===== config.mk =====
export PLATFORM = sky130hd
export DESIGN_NAME = adder_seq_ctrl_flat
export DESIGN_NICKNAME = d
export VERILOG_FILES = /design/src/rtl/adder_seq_ctrl_if.sv /design/src/rtl/adder_seq_ctrl.sv /design/src/flat_wrapper.sv
export SDC_FILE = /design/constraint.sdc
export NUM_CORES = 1
export LEC_CHECK = 0
export CORE_MARGIN = 1.5
export CORE_UTILIZATION = 48
export CTS_CLUSTER_DIAMETER = 50
export DETAILED_ROUTE_END_ITERATION = 10
export GPL_TIMING_DRIVEN = 0
export PLACE_DENSITY_LB_ADDON = 0.15
export REMOVE_ABC_BUFFERS = 1
export SLEW_MARGIN = 10
export SYNTH_ARGS = -nofsm -noshare
export SYNTH_HDL_FRONTEND = slang
export SYNTH_SLANG_ARGS = --single-unit

===== constraint.sdc =====
create_clock -name clk -period 5 [get_ports clk]
set_input_delay 1 -clock clk [delete_from_list [all_inputs] [get_ports clk]]
set_output_delay 1 -clock clk [all_outputs]
set_load 0.02 [all_outputs]

===== src/rtl/adder_seq_ctrl_if.sv =====
// Bundle of the request, response and status signals of adder_seq_ctrl.
// The host side uses the master modport; the controller uses the slave one.
// Optional macro ADDER_SEQ_OVF_EN adds rsp_ovf (two's-complement overflow).
interface adder_seq_ctrl_if #(
  parameter int WORDS = 4
);
  localparam int W = 3 * WORDS;

  logic         req0_valid;
  logic         req0_ready;
  logic [W-1:0] req0_a;
  logic [W-1:0] req0_b;
  logic         req0_cin;

  logic         req1_valid;
  logic         req1_ready;
  logic [W-1:0] req1_a;
  logic [W-1:0] req1_b;
  logic         req1_cin;

  logic         rsp_valid;
  logic         rsp_ready;
  logic [W-1:0] rsp_sum;
  logic         rsp_cout;
  logic         rsp_id;
`ifdef ADDER_SEQ_OVF_EN
  logic         rsp_ovf;
`endif

  logic         busy;

  modport master (
    output req0_valid, req0_a, req0_b, req0_cin,
    output req1_valid, req1_a, req1_b, req1_cin,
    output rsp_ready,
`ifdef ADDER_SEQ_OVF_EN
    input  rsp_ovf,
`endif
    input  req0_ready, req1_ready,
    input  rsp_valid, rsp_sum, rsp_cout, rsp_id, busy
  );

  modport slave (
    input  req0_valid, req0_a, req0_b, req0_cin,
    input  req1_valid, req1_a, req1_b, req1_cin,
    input  rsp_ready,
`ifdef ADDER_SEQ_OVF_EN
    output rsp_ovf,
`endif
    output req0_ready, req1_ready,
    output rsp_valid, rsp_sum, rsp_cout, rsp_id, busy
  );
endinterface


===== src/rtl/adder_seq_ctrl.sv =====
// Shared multi-cycle adder: one 3-bit slice with a registered carry is
// time-multiplexed over WORDS slices, serving two round-robin requesters.
// Optional macro ADDER_SEQ_OVF_EN adds the registered rsp_ovf output.
module adder_seq_ctrl #(
  parameter int WORDS = 4
) (
  input  logic             clk,
  input  logic             rst,
  adder_seq_ctrl_if.slave  bus
);

  localparam int IDX_W = (WORDS > 1) ? $clog2(WORDS) : 1;
  localparam logic [IDX_W-1:0] IDX_LAST = IDX_W'(WORDS - 1);

  typedef enum logic [1:0] {
    IDLE = 2'd0,
    ADD  = 2'd1,
    DONE = 2'd2
  } state_t;

  state_t                 state_q, state_d;
  logic                   last_q, last_d;
  logic                   id_q, id_d;
  logic [IDX_W-1:0]       idx_q, idx_d;
  logic                   carry_q, carry_d;
  logic [WORDS-1:0][2:0]  a_q, a_d;
  logic [WORDS-1:0][2:0]  b_q, b_d;
  logic [WORDS-1:0][2:0]  sum_q, sum_d;
`ifdef ADDER_SEQ_OVF_EN
  logic                   ovf_q, ovf_d;
`endif

  logic       grant_vld;
  logic       grant_id;
  logic [2:0] a_sl;
  logic [2:0] b_sl;
  logic [2:0] slice_sum;
  logic       slice_cout;

  // Round-robin grant: a lone requester wins, a tie goes to the one not served last.
  always_comb begin
    grant_vld = bus.req0_valid | bus.req1_valid;
    grant_id  = 1'b0;
    if (bus.req0_valid && bus.req1_valid) begin
      grant_id = ~last_q;
    end else if (bus.req1_valid) begin
      grant_id = 1'b1;
    end
  end

  assign bus.req0_ready = (state_q == IDLE) && grant_vld && !grant_id;
  assign bus.req1_ready = (state_q == IDLE) && grant_vld &&  grant_id;

  // The shared 3-bit slice operating on the slice selected by idx.
  always_comb begin
    a_sl = a_q[idx_q];
    b_sl = b_q[idx_q];
    {slice_cout, slice_sum} = {1'b0, a_sl} + {1'b0, b_sl} + {3'b000, carry_q};
  end

  // Next-state and datapath update for IDLE -> ADD -> DONE sequencing.
  always_comb begin
    state_d = state_q;
    last_d  = last_q;
    id_d    = id_q;
    idx_d   = idx_q;
    carry_d = carry_q;
    a_d     = a_q;
    b_d     = b_q;
    sum_d   = sum_q;
`ifdef ADDER_SEQ_OVF_EN
    ovf_d   = ovf_q;
`endif
    case (state_q)
      IDLE: begin
        if (grant_vld) begin
          a_d     = grant_id ? bus.req1_a   : bus.req0_a;
          b_d     = grant_id ? bus.req1_b   : bus.req0_b;
          carry_d = grant_id ? bus.req1_cin : bus.req0_cin;
          sum_d   = '0;
          idx_d   = '0;
          id_d    = grant_id;
          last_d  = grant_id;
          state_d = ADD;
        end
      end
      ADD: begin
        sum_d[idx_q] = slice_sum;
        carry_d      = slice_cout;
        idx_d        = idx_q + IDX_W'(1);
        if (idx_q == IDX_LAST) begin
          idx_d   = '0;
          state_d = DONE;
`ifdef ADDER_SEQ_OVF_EN
          // Carry into the MSB is recovered from the top slice's bit 2.
          ovf_d = (a_sl[2] ^ b_sl[2] ^ slice_sum[2]) ^ slice_cout;
`endif
        end
      end
      DONE: begin
        if (bus.rsp_ready) begin
          state_d = IDLE;
        end
      end
      default: begin
        state_d = IDLE;
      end
    endcase
  end

  // State and datapath registers; reset discards any operation in flight.
  always_ff @(posedge clk) begin
    if (rst) begin
      state_q <= IDLE;
      last_q  <= 1'b1;
      id_q    <= 1'b0;
      idx_q   <= '0;
      carry_q <= 1'b0;
      a_q     <= '0;
      b_q     <= '0;
      sum_q   <= '0;
`ifdef ADDER_SEQ_OVF_EN
      ovf_q   <= 1'b0;
`endif
    end else begin
      state_q <= state_d;
      last_q  <= last_d;
      id_q    <= id_d;
      idx_q   <= idx_d;
      carry_q <= carry_d;
      a_q     <= a_d;
      b_q     <= b_d;
      sum_q   <= sum_d;
`ifdef ADDER_SEQ_OVF_EN
      ovf_q   <= ovf_d;
`endif
    end
  end

  assign bus.rsp_valid = (state_q == DONE);
  assign bus.rsp_sum   = sum_q;
  assign bus.rsp_cout  = carry_q;
  assign bus.rsp_id    = id_q;
  assign bus.busy      = (state_q != IDLE);
`ifdef ADDER_SEQ_OVF_EN
  assign bus.rsp_ovf   = ovf_q;
`endif

endmodule


===== src/flat_wrapper.sv =====
// flat-port wrapper written by rule: the top's interface ports become plain ports
module adder_seq_ctrl_flat 
#(
  parameter int WORDS = 4
)
  (clk, rst, bus_req0_valid, bus_req0_a, bus_req0_b, bus_req0_cin, bus_req1_valid, bus_req1_a, bus_req1_b, bus_req1_cin, bus_rsp_ready, bus_req0_ready, bus_req1_ready, bus_rsp_valid, bus_rsp_sum, bus_rsp_cout, bus_rsp_id, bus_busy);
  adder_seq_ctrl_if #(.WORDS(WORDS)) bus_i ();
  input  logic clk;
  input  logic rst;
  input wire logic [$bits(bus_i.req0_valid)-1:0] bus_req0_valid;
  input wire logic [$bits(bus_i.req0_a)-1:0] bus_req0_a;
  input wire logic [$bits(bus_i.req0_b)-1:0] bus_req0_b;
  input wire logic [$bits(bus_i.req0_cin)-1:0] bus_req0_cin;
  input wire logic [$bits(bus_i.req1_valid)-1:0] bus_req1_valid;
  input wire logic [$bits(bus_i.req1_a)-1:0] bus_req1_a;
  input wire logic [$bits(bus_i.req1_b)-1:0] bus_req1_b;
  input wire logic [$bits(bus_i.req1_cin)-1:0] bus_req1_cin;
  input wire logic [$bits(bus_i.rsp_ready)-1:0] bus_rsp_ready;
  output wire logic [$bits(bus_i.req0_ready)-1:0] bus_req0_ready;
  output wire logic [$bits(bus_i.req1_ready)-1:0] bus_req1_ready;
  output wire logic [$bits(bus_i.rsp_valid)-1:0] bus_rsp_valid;
  output wire logic [$bits(bus_i.rsp_sum)-1:0] bus_rsp_sum;
  output wire logic [$bits(bus_i.rsp_cout)-1:0] bus_rsp_cout;
  output wire logic [$bits(bus_i.rsp_id)-1:0] bus_rsp_id;
  output wire logic [$bits(bus_i.busy)-1:0] bus_busy;
  assign bus_i.req0_valid = bus_req0_valid;
  assign bus_i.req0_a = bus_req0_a;
  assign bus_i.req0_b = bus_req0_b;
  assign bus_i.req0_cin = bus_req0_cin;
  assign bus_i.req1_valid = bus_req1_valid;
  assign bus_i.req1_a = bus_req1_a;
  assign bus_i.req1_b = bus_req1_b;
  assign bus_i.req1_cin = bus_req1_cin;
  assign bus_i.rsp_ready = bus_rsp_ready;
  assign bus_req0_ready = bus_i.req0_ready;
  assign bus_req1_ready = bus_i.req1_ready;
  assign bus_rsp_valid = bus_i.rsp_valid;
  assign bus_rsp_sum = bus_i.rsp_sum;
  assign bus_rsp_cout = bus_i.rsp_cout;
  assign bus_rsp_id = bus_i.rsp_id;
  assign bus_busy = bus_i.busy;
  adder_seq_ctrl #(.WORDS(WORDS)) u_core (.clk(clk), .rst(rst), .bus(bus_i));
endmodule

# == Word-level counts from Yosys, hierarchy flattened ==
# Cells that the tools add are included.
# totals
register_bits,43
input_bits,55
word_cells,65
output_inout_bits,18
# classes
n_mux,23
n_bitwise,2
reduce_logical,12
order_cmp,2
n_eq_ne,6
add_sub_neg,3
# op_table
cell,n
$mux W12,3
$pmux W12 S2,1
$bmux W3 S2,2
$bwmux W12,1
$mux W2,5
$mux W3,3
$demux W3 S2,1
$pmux W2 S3,1
$logic_and A1 B1 Y1,5
$add A3 B3 Y4,1
$add A4 B1 Y4,1
$eq A2 B2 Y1 const B,2
$mux W1,4
$ne A2 B1 Y1 const B,2
$pmux W2 S2,1
$reduce_and A2 Y1,2
$reduce_bool A2 Y1,2
$lt A2 B3 Y1 const B,1
$reduce_and A3 Y1,1
$add A2 B1 Y2 const B,1
$eq A2 B1 Y1 const B,1
$ge A2 B1 Y1 const B,1
$logic_not A2 Y1,1
$ne A2 B2 Y1 const B,1
4 further kinds,4

# == Logic depth before layout (Yosys ltp) ==
# Gate-level depths: netlist of run 1.
# logic_depth
ltp_word,6
ltp_mapped,8
ltp_nobuf,7

# == Least setup slack after synthesis of run 1 ==
# Ideal clock, no wire load.
# synth_timing
kind,input port to output port
start,input bus_req1_valid
end,output bus_req1_ready
stages,4
t_arrival_ps,1610
required_ps,4000
setup_slack_ps,2390
path_cell_list,a21boi_1 > and2_1 > buf_4 > buf_4
# synth_via
elab_chain_len,3
elab_cells_between_ends,6
classes_between,mux (2); bitwise (1); reduce/logical (3)
# synth_lines
element,line,text
"start, declared",flat_wrapper.sv:14,input wire logic [$bits(bus_i.req1_valid)-1:0] bus_req1_valid;
"$mux W1, or another cell as far along",adder_seq_ctrl.sv:46,end else if (bus.req1_valid) begin
$mux W1 or $logic_and A1 B1 Y1 (tied branches),"adder_seq_ctrl.sv:44, adder_seq_ctrl.sv:52",
$logic_and A1 B1 Y1 (*),adder_seq_ctrl.sv:52,assign bus.req1_ready = (state_q == IDLE) && grant_vld && grant_id;
"end, declared",flat_wrapper.sv:20,output wire logic [$bits(bus_i.req1_ready)-1:0] bus_req1_ready;
# Mark *: on every way between the ends. The rest lies on a longest branch, timed or not.

# == Final worst setup path of run 1 ==
# Ends and elaborated chain as after synthesis.

==> impl_metrics.json, run 1 <==
{
  "seqPwrFrac_pct": 49.7,
  "antenna_left": 0,
  "path_common_cell": "clkdlybuf4s50_1",
  "synth_cells": 211,
  "grt_use_total_pct": 21.5,
  "layout_setup_ws_ps": 765,
  "area_delta_synth_final_pct": 37.0,
  "p_leak_uw": 0.000983,
  "netlist.area_leader.share_pct": 42.9,
  "synth_area_leaders": "dfxtp_1 43%, a22oi_1 7.5%, mux4_2 6.7%",
  "outcome": "complete, no violations",
  "p_sw_uw": 212,
  "wl_um": 4470,
  "syn_area_um2": 2010,
  "p_sw_share_pct": 27.6,
  "post_drt_wl_per_cell_um": 13.9,
  "postCtsHoldBufs": 0,
  "fin_nets": 335,
  "fin_cells": 321,
  "initial_utilization_pct": 50.1,
  "critical_path.startpoint_type": "input port",
  "place_ws_ps": 796,
  "drive_gt1_share_pct": 5.90,
  "cp.arrival_ps": 3240,
  "yosysTopAreaCell": "dfxtp_1",
  "relSlewSlack_pct": 26.1,
  "hold_violations": 0,
  "synth_warnings": 0,
  "worstPathCellList": "clkdlybuf4s50_1 > a21boi_1 > and2_1 > clkdlybuf4s50_1",
  "grt_pass1_vias": 1624,
  "max_freq_ghz": 0.236,
  "synthFlopType": "dfxtp_1",
  "yosysSeqAreaShare_pct": 42.9,
  "clkPwrFrac_pct": 26.4,
  "power_frac_comb_pct": 23.8,
  "synth_edf_count": 0,
  "grt_max_degree": 44,
  "insertion_delay_ps": 290,
  "synth_seq_cells": 43,
  "drtIter0Drc": 172,
  "num-fill-cells": 352,
  "ir_drop_mv": 0.150,
  "die_h_um": 67.6,
  "vias": 1786,
  "post-route-min-period_ps": 4240,
  "fin_skew_ps": 9.29,
  "core_area_um2": 4000,
  "critical_path_required_ps": 4000,
  "io_pins": 73,
  "period_share_pct": 84.7,
  "crit_path_end_kind": "primary output",
  "clkTransAtPathRegs_ps": 80,
  "cts_buffers": 5,
  "cts-resized-gates": 0,
  "dpl.hpwl_um": 3120,
  "intPower_uw": 556,
  "n_antenna_cell": 0,
  "path_class": "in -> out",
  "io_buffers": 72,
  "drc": 0,
  "post_cts_buffers": 0,
  "holdWs_ps": 452,
  "setup-violations-final": 0,
  "tightest_slew_ps": 1110,
  "hold_path_class": "reg -> reg",
  "cts_max_level": 2,
  "async_flop_share_pct": 0,
  "firstDrtPassIters": 6,
  "synth.distinct_cells": 33,
  "slowest_stage": "and2_1",
  "synth_area_per_cell_um2": 9.51,
  "rsz0062_at_grt": "false",
  "cts_tree": "done",
  "cts_sinks": 43,
  "avgViaCountPerCell": 5.56,
  "fin_util_pct": 68.7,
  "clockBufferDepth": 2,
  "grt_antenna_before_repair": 0,
  "gp_congestion": 0.776,
  "cts_root_buffer": "clkbuf_8",
  "grt_pass1_wl_um": 7410,
  "drv_cap": 0,
  "row_count": 23,
  "drv_slew": 0,
  "fin_tns_setup_ps": 0,
  "die_w_um": 67.6,
  "crit_fanout": 27,
  "power.density_nw_per_um2": 279,
  "die-area_um2": 4580,
  "dpl.cell_count": 315,
  "overflow": 0,
  "cpPeakStageDelay_ps": 780
}
==> layout make-up <==
cell class                      count  area [um2]  area share [%]
Clock buffer                        6        72.6            2.64
Tap cell                           50        62.6            2.28
Timing Repair Buffer               72         716            26.0
Multi-Input combinational cell    144        1010            36.9
Sequential cell                    43         861            31.3
Inverter                            6        22.5           0.820
==> synth_stat cells, drive strengths merged, types with 2 or more instances <==
library cell	number
a21oi	25
a222oi	7
a22oi	20
a2bb2oi	3
a31oi	2
a32oi	6
buf	14
clkbuf	4
dfxtp	43
fa	2
ha	6
inv	6
mux4	6
nand2	23
nand2b	4
nand3	7
nor2	20
nor3	2
or2	2
==> metrics by stage <==
| stage | power [uW] | cell area [um2] |
|---|---|---|
| floorplan | 486 | 1900 |
| global route | 807 | 2750 |
| finish | 768 | 2750 |
| CTS | 771 | 2750 |
| detailed placement | 572 | 2680 |
| global placement | 569 | 2680 |
==> critical path: cells and delay by family <==
| family | cells | cell delay, ps |
|---|---|---|
| buf+inv | 2 | 1250 |
| simple gates | 1 | 780 |
| compound gates | 1 | 200 |
==> metal layers <==
metal | GRT usage [%] | part of all wire (%) | up-vias
met5 | 0 | 0 | -
met4 | 6.12 | 1.2 | 0
met3 | 5.67 | 5.6 | 6
met2 | 34.6 | 49 | 62
met1 | 28.5 | 45 | 827
li1 | - | - | 891
==> power by group through the flow <==
| stage | sequential, uW | clock, uW | combinational [uW] |
|---|---|---|---|
| 3_3_place_gp | 389 | 0 | 180 |
| 5_1_grt | 385 | 222 | 201 |
| 4_1_cts | 382 | 206 | 183 |
| 2_1_floorplan | 390 | 0 | 95.8 |
| 3_5_place_dp | 390 | 0 | 182 |
| 6_report | 382 | 203 | 183 |
==> final timing paths <==
| kind | startpoint | end | slack [ps] | depth (start not counted) |
|---|---|---|---|---|
| max | bus_req1_valid | bus_req1_ready | 760 | 4 |
| min | u_core.a_q[9]$_SDFFE_PP0P_ | u_core.a_q[9]$_SDFFE_PP0P_ | 450 | 2 |
| min reg2reg | u_core.a_q[9]$_SDFFE_PP0P_ | u_core.a_q[9]$_SDFFE_PP0P_ | 450 | 2 |
| max reg2reg | u_core.idx_q[0]$_SDFFE_PP0P_ | u_core.bus.rsp_sum[10]$_SDFFE_PP0P_ | 2170 | 6 |
==> logic make-up after synthesis <==
kind of cell	Yosys count	synth area share (%)
adders and majority gates	8	5.74
buffers and inverters	24	6.55
AOI/OAI and AO/OA	66	23.0
xor gates and xnor gates	1	0.437
and+or+nand+nor	62	14.1
muxes	7	7.30
DFF	43	42.9
==> sequential cells by signal, summed over array words and instances, names as in the netlist <==
| signal | cells |
|---|---|
| u_core.bus.rsp_sum | 12 |
| u_core.last_q | 1 |
| u_core.idx_q | 2 |
| u_core.b_q | 12 |
| u_core.bus.rsp_id | 1 |
| u_core.state_q | 2 |
| u_core.bus.rsp_cout | 1 |
| u_core.a_q | 12 |
==> placed cells by master (no fill, tap or decap), drive strengths merged <==
cell,count
nand2,23
dfxtp,43
and3,1
clkbuf,6
a21oi,25
a31oi,2
a211oi,1
xnor2,1
mux4,6
inv,6
fa,2
clkdlybuf4s50,71
nand2b,4
nor3,2
a22oi,20
buf,1
ha,6
a222oi,7
nor2b,1
a32oi,6
a21boi,1
mux2,1
or2,2
a211o,1
and2,1
nand3,7
nor2,20
a2bb2oi,3
and2b,1
Note: power is estimated with default switching activity, not from simulation.
==> run 2, diff against run 1 <==
CORE_UTILIZATION = 40   (was 48)
clock period = 3.5 ns   (was 5 ns; I/O delays follow)
==> impl_metrics.json, run 2 (synthesis gave the netlist of run 1 again) <==
{
  "die-area_um2": 5450,
  "die_w_um": 73.8,
  "fin_skew_ps": 7.31,
  "layout_setup_ws_ps": 182,
  "die_h_um": 73.8,
  "avgViaCountPerCell": 5.31,
  "antenna_left": 0,
  "initial_utilization_pct": 41.9,
  "dpl.hpwl_um": 3040,
  "cp_num_cells": 4,
  "reg2regPathDepth": 6,
  "post-route-min-period_ps": 3320,
  "period_share_pct": 94.8,
  "crit_fanout": 27,
  "drc": 0,
  "final_common_cell": "clkdlybuf4s50_1",
  "grt_antenna_before_repair": 0,
  "gp_congestion": 0.771,
  "io_buffers": 72,
  "drv_cap": 0,
  "critical_path.startpoint": "bus_req1_valid",
  "path_common_cell": "clkdlybuf4s50_1",
  "worstPathCellList": "clkdlybuf4s50_1 > a21boi_1 > and2_2 > clkdlybuf4s50_1",
  "insertion_delay_ps": 300,
  "cp.arrival_ps": 2620,
  "num-fill-cells": 440,
  "critical_path.startpoint_type": "input port",
  "path_class": "in -> out",
  "crit_path_end_kind": "primary output",
  "critical_path_required_ps": 2800,
  "grt_pass1_vias": 1654,
  "wl_um": 4430,
  "outcome": "complete, no violations",
  "post_drt_wl_per_cell_um": 13.0,
  "fin_tns_setup_ps": 0,
  "grt_pass1_wl_um": 7470,
  "drv_slew": 0,
  "post_cts_buffers": 0,
  "drtIter0Drc": 138,
  "hold_path_class": "reg -> reg",
  "vias": 1804,
  "grt_max_degree": 44,
  "row_count": 25,
  "clockBufferDepth": 2,
  "p_leak_uw": 0.000994,
  "cpPeakStageDelay_ps": 700,
  "cpLargestDelayFamily": "buffers and inverters",
  "cts_buffers": 5,
  "critical_path_buf_inv_count": 2,
  "grt_use_total_pct": 18.2,
  "drive_gt1_share_pct": 7.33,
  "hold_start": "u_core.b_q[1]$_SDFFE_PP0P_",
  "hold-path-cell-count": 2,
  "final_cell_mix": "71 x clkdlybuf4s50_1, 43 x dfxtp_1, 25 x a21oi_1, 23 x nand2_1, 20 x a22oi_1",
  "io_pins": 73,
  "rsz0062_at_grt": "false",
  "hold_violations": 0,
  "power.density_nw_per_um2": 398,
  "clkTransAtPathRegs_ps": 70,
  "fin_cells": 340,
  "firstDrtPassIters": 5,
  "tightest_slew_ps": 1100,
  "n_antenna_cell": 0,
  "place_ws_ps": -202,
  "cts_max_level": 2,
  "cts_root_buffer": "clkbuf_8",
  "fin_nets": 335,
  "cts_tree": "done",
  "ir_drop_mv": 0.184,
  "max_freq_ghz": 0.301,
  "dpl.cell_count": 332,
  "core_area_um2": 4790,
  "rr_startpoint": "u_core.idx_q[0]$_SDFFE_PP0P_",
  "overflow": 0,
  "cts_sinks": 43,
  "setup-violations-final": 0,
  "area_delta_synth_final_pct": 38.7,
  "power_uw": 1110,
  "slowest_stage": "clkdlybuf4s50_1",
  "relSlewSlack_pct": 26.7
}
## run 2: changes by cell type in the layout (fill, tap and decap cells not counted), sizes merged
cell | before | now
clkbuf | 6 | 5
clkinv | 0 | 3
## run 2: worst min-delay path, delay by kind of cell (launching register included)
kind            cells  cell delay [ps]
simple gates        1               50
flops               1              310
compound gates      1               50
## run 2: worst paths after layout
check                                              to  slack [ps]
setup / recovery                       bus_req1_ready         180
hold / removal             u_core.b_q[1]$_SDFFE_PP0P_         450
setup reg to reg  u_core.bus.rsp_sum[10]$_SDFFE_PP0P_         720
hold reg to reg            u_core.b_q[1]$_SDFFE_PP0P_         450
## run 2: cell type report
| type | instances | area, um2 | area share, % |
|---|---|---|---|
| clock buffer | 5 | 68.8 | 2.47 |
| multi-input combinational | 144 | 1010 | 36.5 |
| tap | 67 | 83.8 | 3.01 |
| inverter | 6 | 22.5 | 0.810 |
| sequential | 43 | 861 | 30.9 |
| clock inverter | 3 | 15.0 | 0.540 |
| timing repair buffer | 72 | 716 | 25.7 |
## run 2: what timing repair did
item	in CTS	in global routing
setup endpoints to repair	1	0
hold buffers	0	0
resized for setup	1	0
## run 2: power breakdown
group / internal [uW] / switching [uW] / leakage [uW]
Combinational: 139 / 121 / 0.000594
Clock: 136 / 167 / 0.0000477
Sequential: 522 / 23.2 / 0.000352
## run 2: through the flow
stage | hold WS, ps | utilization, % | instance area [um2]
3_5_place_dp | 442 | 56.3 | 2700
6_report | 449 | 58.1 | 2780
3_3_place_gp | 436 | 56.4 | 2700
2_1_floorplan | 423 | - | 1900
5_1_grt | 466 | 58.1 | 2780
4_1_cts | 454 | 58.1 | 2780
## run 2: layer usage
layer / part of all wire (%) / global-route usage [%]
met3: 7.4 / 5.62
met4: 0.99 / 5.56
met2: 47 / 28.6
met5: 0 / 0
met1: 45 / 23.9
==> run 3, diff against run 2 <==
CTS_CLUSTER_SIZE = 28   (was not set)
RECOVER_POWER = 100   (was not set)
==> impl_metrics.json, run 3 (synthesis gave the netlist of run 1 again) <==
{
  "cts_buffers": 5,
  "fin_tns_setup_ps": 0,
  "crit_path_end_kind": "primary output",
  "critical_path_required_ps": 2800,
  "place_ws_ps": -202,
  "die_h_um": 73.8,
  "crit_fanout": 27,
  "post_cts_buffers": 0,
  "hold_path_class": "reg -> reg",
  "drtIter0Drc": 141,
  "initial_utilization_pct": 41.9,
  "power_uw": 1110,
  "die_w_um": 73.8,
  "gp_congestion": 0.771,
  "fin_skew_ps": 7.18,
  "power.density_nw_per_um2": 398,
  "met2WireLength_um": 2090,
  "fin_nets": 335,
  "insertion_delay_ps": 300,
  "tightest_slew_ps": 1100,
  "antenna_left": 0,
  "grt_pass1_wl_um": 7470,
  "max_freq_ghz": 0.301,
  "postCtsHoldBufs": 0,
  "core_area_um2": 4790,
  "power_frac_comb_pct": 23.3,
  "outcome": "complete, no violations",
  "critical_path.startpoint_type": "input port",
  "drc": 0,
  "cts_tree": "done",
  "seqPwrFrac_pct": 49.3,
  "p_sw_share_pct": 28.2,
  "drv_slew": 0,
  "n_antenna_cell": 0,
  "path_class": "in -> out",
  "hold_violations": 0,
  "period_share_pct": 94.9,
  "routed.top_layer": "met4",
  "io_buffers": 72,
  "io_pins": 73,
  "final_cell_mix": "55 x clkdlybuf4s50_1, 43 x dfxtp_1, 25 x a21oi_1, 23 x nand2_1, 20 x a22oi_1",
  "area_delta_synth_final_pct": 38.5,
  "met3_length_um": 338,
  "grt_use_total_pct": 18.2,
  "layout_setup_ws_ps": 178,
  "clockBufferDepth": 2,
  "p_sw_uw": 311,
  "clkTransAtPathRegs_ps": 70,
  "num-fill-cells": 440,
  "vias": 1792,
  "rsz0062_at_grt": "false",
  "drv_cap": 0,
  "grt_antenna_before_repair": 0,
  "firstDrtPassIters": 4,
  "dpl.hpwl_um": 3040,
  "final_common_cell": "clkdlybuf4s50_1",
  "cts_max_level": 2,
  "p_leak_uw": 0.00105,
  "cts_sinks": 43,
  "grt_max_degree": 44,
  "row_count": 25,
  "relSlewSlack_pct": 26.5,
  "intPower_uw": 794,
  "regArea_um2": 861,
  "grt_pass1_vias": 1654,
  "overflow": 0,
  "setup-violations-final": 0,
  "wl_met1_um": 2000,
  "wl_um": 4480,
  "post_drt_wl_per_cell_um": 13.2,
  "post-route-min-period_ps": 3320,
  "clkPwrFrac_pct": 27.4,
  "avgViaCountPerCell": 5.27,
  "ir_drop_mv": 0.184,
  "die-area_um2": 5450,
  "cp.arrival_ps": 2620,
  "multi_input_area_um2": 1010,
  "drive_gt1_share_pct": 7.33,
  "cts_root_buffer": "clkbuf_8"
}
## run 3: critical path, cell delays in order
cell	delay (ps)
clkdlybuf4s50_1	490
a21boi_1	210
and2_2	500
clkdlybuf4s50_1	700
## run 3: path summary, 6_finish.rpt
check | from | end | slack [ps] | cells past startpoint
max | bus_req1_valid | bus_req1_ready | 180 | 4
min reg2reg | u_core.b_q[1]$_SDFFE_PP0P_ | u_core.b_q[1]$_SDFFE_PP0P_ | 450 | 2
min | u_core.b_q[1]$_SDFFE_PP0P_ | u_core.b_q[1]$_SDFFE_PP0P_ | 450 | 2
max reg2reg | u_core.idx_q[0]$_SDFFE_PP0P_ | u_core.bus.rsp_sum[10]$_SDFFE_PP0P_ | 710 | 6
## run 3: final cells by class
class | count | area share (%)
Inverter | 6 | 0.811
Tap cell | 67 | 3.02
Sequential cell | 43 | 31.0
Clock buffer | 5 | 2.48
Multi-Input combinational cell | 144 | 36.4
Clock inverter | 3 | 0.541
Timing Repair Buffer | 72 | 25.8
## run 3: repair_timing
action	in CTS	in global routing
endpoints found under the hold margin	0	0
endpoints found under the setup margin	1	0
resized for setup	1	0
## run 3: layer usage
layer	vias up	global-route usage, %
met5	-	0
met4	0	5.56
met3	5	5.62
met2	75	28.6
met1	819	23.9
li1	893	-
## run 3: power by group through the flow
| stage | clock [uW] | sequential, uW | combinational, uW |
|---|---|---|---|
| after global routing | 334 | 550 | 283 |
| after detailed placement | 0 | 557 | 262 |
| after global placement | 0 | 556 | 261 |
| final | 303 | 545 | 257 |
| after floorplan | 0 | 557 | 137 |
| after CTS | 313 | 546 | 263 |
## run 3: per-stage QoR
stage          hold WS, ps  instance area (um2)  util, %  std cells
2_1_floorplan          423                 1900        -        193
3_3_place_gp           436                 2700     56.4        332
3_5_place_dp           442                 2700     56.3        332
4_1_cts                454                 2780     58.1        340
5_1_grt                466                 2780     58.0        340
6_report               450                 2780     58.0        340
